<file path="config.mk">
export PLATFORM = sky130hd
export DESIGN_NAME = note_sequencer_flat
export DESIGN_NICKNAME = d
export VERILOG_FILES = /design/src/rtl/note_sequencer_if.sv /design/src/rtl/note_sequencer.sv /design/src/flat_wrapper.sv
export SDC_FILE = /design/constraint.sdc
export NUM_CORES = 1
export LEC_CHECK = 0
export CORE_MARGIN = 3
export CORE_UTILIZATION = 40
export CTS_BUF_LIST = sky130_fd_sc_hd__clkbuf_4
export DETAILED_ROUTE_END_ITERATION = 8
export PLACE_DENSITY = 0.7
export SETUP_SLACK_MARGIN = 0.2
export SLEW_MARGIN = 20
export SYNTH_ARGS = -nofsm -noshare
export SYNTH_HDL_FRONTEND = slang
export SYNTH_SLANG_ARGS = --single-unit
export TNS_END_PERCENT = 100
</file>
<file path="constraint.sdc">
create_clock -name clk -period 4.05 [get_ports clk]
set_clock_uncertainty 0.2 [all_clocks]
set_input_delay 0.81 -clock clk [delete_from_list [all_inputs] [get_ports clk]]
set_output_delay 0.81 -clock clk [all_outputs]
set_load 0.05 [all_outputs]
</file>
<file path="src/rtl/note_sequencer_if.sv">
// Note ROM bus between the sequencer (master drives the address) and the registered note ROM.
interface note_sequencer_if #(
  parameter int unsigned ADDR_W = 9
);
  logic [ADDR_W-1:0] rom_addr;
  logic [7:0]        rom_note;

  modport master (output rom_addr, input rom_note);
  modport slave  (input rom_addr, output rom_note);
endinterface

</file>
<file path="src/rtl/note_sequencer.sv">
// Note ROM playback controller: fetches 8-bit codes, emits held MIDI note + gate per step.
// Optional NOTE_SEQ_LEGATO_EN removes the end-of-step articulation gap between sounding steps.
module note_sequencer #(
  parameter int unsigned TICK_DIV   = 6250000,
  parameter int unsigned GAP_CYCLES = 2,
  parameter int unsigned ADDR_W     = 9
) (
  input  logic             clk,
  input  logic             rst,
  input  logic             start_i,
  input  logic             stop_i,
  input  logic             loop_en_i,
  note_sequencer_if.master rom,
  output logic [6:0]       note_o,
  output logic             gate_o,
  output logic             step_strobe_o,
  output logic             playing_o,
  output logic             done_o
);

`ifdef NOTE_SEQ_LEGATO_EN
  localparam bit LegatoEn = 1'b1;
`else
  localparam bit LegatoEn = 1'b0;
`endif

  localparam int unsigned CntW = (TICK_DIV > 2) ? $clog2(TICK_DIV) : 1;
  // FETCH + EVAL take two cycles of each step period; HOLD covers the rest.
  localparam logic [CntW-1:0] HoldLoad = CntW'(TICK_DIV - 3);
  localparam int unsigned GapThr = (GAP_CYCLES >= 2) ? GAP_CYCLES - 2 : 0;

  typedef enum logic [1:0] {StIdle, StFetch, StEval, StHold} state_e;

  state_e            state_q, state_d;
  logic [ADDR_W-1:0] addr_q, addr_d;
  logic [6:0]        note_q, note_d;
  logic              gate_q, gate_d;
  logic              strobe_q, strobe_d;
  logic [CntW-1:0]   cnt_q, cnt_d;

  always_ff @(posedge clk) begin
    if (rst) begin
      state_q  <= StIdle;
      addr_q   <= '0;
      note_q   <= '0;
      gate_q   <= 1'b0;
      strobe_q <= 1'b0;
      cnt_q    <= '0;
    end else begin
      state_q  <= state_d;
      addr_q   <= addr_d;
      note_q   <= note_d;
      gate_q   <= gate_d;
      strobe_q <= strobe_d;
      cnt_q    <= cnt_d;
    end
  end

  always_comb begin
    state_d  = state_q;
    addr_d   = addr_q;
    note_d   = note_q;
    gate_d   = gate_q;
    strobe_d = 1'b0;
    cnt_d    = cnt_q;
    done_o   = 1'b0;

    if (stop_i) begin
      state_d = StIdle;
      gate_d  = 1'b0;
    end else begin
      case (state_q)
        StIdle: begin
          if (start_i) begin
            state_d = StFetch;
            addr_d  = '0;
          end
        end
        StFetch: begin
          state_d = StEval;
          // A single-cycle gap lands on FETCH; longer gaps already dropped gate in HOLD.
          if (!LegatoEn && GAP_CYCLES >= 1) gate_d = 1'b0;
        end
        StEval: begin
          cnt_d = HoldLoad;
          if (rom.rom_note == 8'd0) begin
            if (loop_en_i) begin
              addr_d  = '0;
              state_d = StFetch;
            end else begin
              gate_d  = 1'b0;
              done_o  = 1'b1;
              state_d = StIdle;
            end
          end else begin
            strobe_d = 1'b1;
            state_d  = StHold;
            if (rom.rom_note[7]) begin
              gate_d = 1'b0;
            end else begin
              note_d = rom.rom_note[6:0];
              gate_d = 1'b1;
            end
          end
        end
        StHold: begin
          if (cnt_q == '0) begin
            addr_d  = addr_q + ADDR_W'(1);
            state_d = StFetch;
          end else begin
            cnt_d = cnt_q - CntW'(1);
          end
          if (!LegatoEn && GAP_CYCLES >= 2 && 32'(cnt_q) <= GapThr) gate_d = 1'b0;
        end
        default: state_d = StIdle;
      endcase
    end
  end

  assign rom.rom_addr  = addr_q;
  assign note_o        = note_q;
  assign gate_o        = gate_q;
  assign step_strobe_o = strobe_q;
  assign playing_o     = (state_q != StIdle);

endmodule

</file>
<file path="src/flat_wrapper.sv">
// flat-port wrapper written by rule: the top's interface ports become plain ports
module note_sequencer_flat 
#(
  parameter int unsigned TICK_DIV   = 6250000,
  parameter int unsigned GAP_CYCLES = 2,
  parameter int unsigned ADDR_W     = 9
)
  (clk, rst, start_i, stop_i, loop_en_i, note_o, gate_o, step_strobe_o, playing_o, done_o, rom_rom_addr, rom_rom_note);
  note_sequencer_if #(.ADDR_W(ADDR_W)) rom_i ();
  input  logic clk;
  input  logic rst;
  input  logic start_i;
  input  logic stop_i;
  input  logic loop_en_i;
  output logic [6:0] note_o;
  output logic gate_o;
  output logic step_strobe_o;
  output logic playing_o;
  output logic done_o;
  output wire logic [$bits(rom_i.rom_addr)-1:0] rom_rom_addr;
  input wire logic [$bits(rom_i.rom_note)-1:0] rom_rom_note;
  assign rom_rom_addr = rom_i.rom_addr;
  assign rom_i.rom_note = rom_rom_note;
  note_sequencer #(.TICK_DIV(TICK_DIV), .GAP_CYCLES(GAP_CYCLES), .ADDR_W(ADDR_W)) u_core (.clk(clk), .rst(rst), .start_i(start_i), .stop_i(stop_i), .loop_en_i(loop_en_i), .rom(rom_i), .note_o(note_o), .gate_o(gate_o), .step_strobe_o(step_strobe_o), .playing_o(playing_o), .done_o(done_o));
endmodule
</file>
==> results of run 1 <==
-- cells in the final DEF, fill, tap and decap left out, drive strengths merged, types with 5 or more instances in the layout --
| master | count |
|---|---|
| or4 | 18 |
| dfxtp | 43 |
| nor2 | 24 |
| xnor2 | 7 |
| nor4 | 7 |
| nand2 | 14 |
| mux2i | 9 |
| a21oi | 25 |
| inv | 10 |
| nand3 | 7 |
| ha | 8 |
| o31ai | 13 |
| o21ai | 5 |
| or2 | 5 |
| nor3 | 7 |
| clkbuf | 5 |
| clkdlybuf4s50 | 31 |
-- layout make-up --
| type | count | area, um2 | area share |
|---|---|---|---|
| clock inverters | 2 | 8.76 | 0.00325 |
| repair buffers | 34 | 345 | 0.128 |
| inverters | 10 | 37.5 | 0.0139 |
| clock buffers | 5 | 37.5 | 0.0139 |
| flip-flops and latches | 43 | 861 | 0.320 |
| multi-input cells | 197 | 1320 | 0.488 |
| well taps | 70 | 87.6 | 0.0325 |
-- worst reg2reg max path, cell delays in order (launching register included) --
cell and delay, ns:
dfxtp_1 0.37, or4_4 0.59, nor4_4 0.53, a21boi_2 0.35
or4_1 0.58, a21oi_1 0.16
-- cells by family after synthesis --
| kind of cell | synth area share |
|---|---|
| flops | 0.381 |
| xor+xnor | 0.0271 |
| simple gates | 0.275 |
| fa+ha+maj | 0.0442 |
| compound gates | 0.192 |
| buf+inv | 0.0404 |
| mux | 0.0398 |
-- flip-flops by register name, summed over array words and instances (netlist names) --
name,cells
u_core.rom.rom_addr,9
u_core.step_strobe_o,1
u_core.gate_o,1
u_core.state_q,2
u_core.note_o,7
u_core.cnt_q,23
-- metal layers --
layer | vias up | track usage | share of wire
met3 | 8 | 0.0477 | 0.050
li1 | 1044 | - | -
met5 | - | 0 | 0
met1 | 907 | 0.201 | 0.50
met4 | 0 | 0.0642 | 0.018
met2 | 40 | 0.258 | 0.43
-- cell usage after synthesis (2+ instances only) --
cell type,n,area share
o31ai_1,13,0.043
a31oi_1,3,0.0083
nand3_1,7,0.015
nor2b_1,2,0.0055
a211oi_1,2,0.0066
inv_1,10,0.017
o211ai_1,4,0.013
a311oi_1,4,0.015
mux2i_1,9,0.040
and3_1,3,0.0083
o41ai_1,3,0.012
clkbuf_1,10,0.017
ha_1,8,0.044
or2_2,5,0.014
nand4_1,4,0.011
nor4_1,5,0.014
a21oi_1,25,0.055
nor3_1,7,0.015
nand4b_1,3,0.012
dfxtp_1,43,0.38
nand2_1,14,0.023
or3_1,4,0.011
o21ai_0,5,0.011
xnor2_1,7,0.027
nand2b_1,3,0.0083
nor2_1,24,0.040
and2_1,2,0.0055
or4_1,17,0.056
-- where the power goes --
part	leakage, uW	switching, uW	internal (uW)
logic	0.000505	33.6	23.9
clock network	0.0000285	134	61.8
registers	0.000347	2.86	425
-- stage by stage --
| stage | area, um2 | total power, uW | cells | utilization |
|---|---|---|---|---|
| global placement | 2640 | 495 | 354 | 0.498 |
| floorplan | 2260 | 471 | 262 | - |
| CTS | 2690 | 691 | 361 | 0.508 |
| detailed placement | 2650 | 495 | 354 | 0.499 |
| global route | 2690 | 716 | 361 | 0.508 |
| finish | 2690 | 682 | 361 | 0.508 |
-- path summary, 6_finish.rpt --
| check | start | cells after the start | slack [ns] | to |
|---|---|---|---|---|
| worst max-delay path | rom_rom_note[3] | 5 | 0.44 | done_o |
| worst min-delay path | u_core.gate_o | 2 | 0.27 | u_core.gate_o |
| worst max register to register | u_core.cnt_q[12] | 5 | 1.21 | u_core.rom.rom_addr[6] |
| worst min register to register | u_core.gate_o | 2 | 0.27 | u_core.gate_o |
==> impl_metrics.json, run 1 <==
{
  "status": "complete, no violations",
  "cts.sinks": 43,
  "start_kind": "primary input",
  "num_io_pins": 33,
  "numCtsBuffers": 5,
  "cp_cell_sequence": "clkdlybuf4s50_1 > or4_1 > or2_2 > nor3_1 > buf_12",
  "postCtsResizedCells": 0,
  "core_area_um2": 5300,
  "clk_pin_slew_worst_paths_ns": 0.13,
  "drc": 0,
  "setup_ws_ns": 0.438,
  "power.density_nw_per_um2": 253,
  "finalSetupViolCount": 0,
  "timing.fmax_mhz": 277,
  "maxCapViolCount": 0,
  "synthToLayoutAreaGrowth_pct": 19.0,
  "path_buf_inv": 2,
  "grt_pass1_wl_um": 8310,
  "cp.arrival_ns": 2.60,
  "final.min_clock_period_ns": 3.61,
  "synth_cell_types": 44,
  "critPathMaxStageDelay_ns": 0.57,
  "fillers": 502,
  "die_w_um": 81.2,
  "synth_ff_type": "dfxtp_1",
  "crit_path_end_kind": "primary output",
  "vias": 1999,
  "place.gp.congestion": 0.803,
  "rows": 26,
  "preCtsSetupSlack_ns": 0.422,
  "drt_iter0_drc": 141,
  "post-route-period-util": 0.892,
  "drt-wirelength-per-cell_um": 13.4,
  "grt-ovfl-total": 0,
  "antenna_found_initial": 0,
  "leakagePower_uw": 0.000880,
  "ir_worst_vdd_mv": 0.131,
  "clock_path_buffers": 2,
  "diodes": 0,
  "hold_path.class": "register to register",
  "drt_pass1_iterations": 4,
  "syn_area_um2": 2260,
  "die_y_um": 81.2,
  "ys.warnings.count": 0,
  "holdWs_ns": 0.272,
  "ys_seq_area_frac": 0.381,
  "ys_ff_latch": 43,
  "synth_edf_count": 0,
  "routed_wl_um": 4830,
  "track_usage": 0.161,
  "die_area_um2": 6590,
  "cts-root-buf": "clkbuf_4",
  "grt_pass1_vias": 1854,
  "htree_levels": 2,
  "grt_max_degree": 30,
  "required_ns": 3.04,
  "cts.hold.buffers_added": 0,
  "critical_path.top_delay_family": "simple AND/OR/NAND/NOR gates",
  "rsz0062_at_grt": "false",
  "start_util": 0.427,
  "slew_violations": 0,
  "postCtsSetupBuffers": 0,
  "cp_max_fo": 3,
  "dpl.hpwl_um": 3390,
  "ant_nets": 0,
  "fin_tns_setup_ns": 0,
  "avgSynthCellArea_um2": 8.63,
  "synthArstFlopShare": 0,
  "worst_slew_pin_slew_ns": 0.860,
  "setup.worst_path.class": "primary input to primary output",
  "via_per_inst": 5.54,
  "io_buffers": 32,
  "finalHoldViolCount": 0,
  "layout-drive-gt1-share": 0.0653,
  "critPathSlowestCell": "or4_1",
  "nNetsFinal": 312,
  "synthCells": 262,
  "clock_latency_ns": 0.35,
  "cts_tree": "done",
  "synth_nets": 283,
  "relSlewSlack": 0.423
}
(Power assumes the default switching activity.)
==> run 2, diff against run 1 <==
Settings changed: TNS_END_PERCENT 100 to 10.
==> results of run 2 <==
The final DEF is identical to that of run 1; final timing and power are the same.
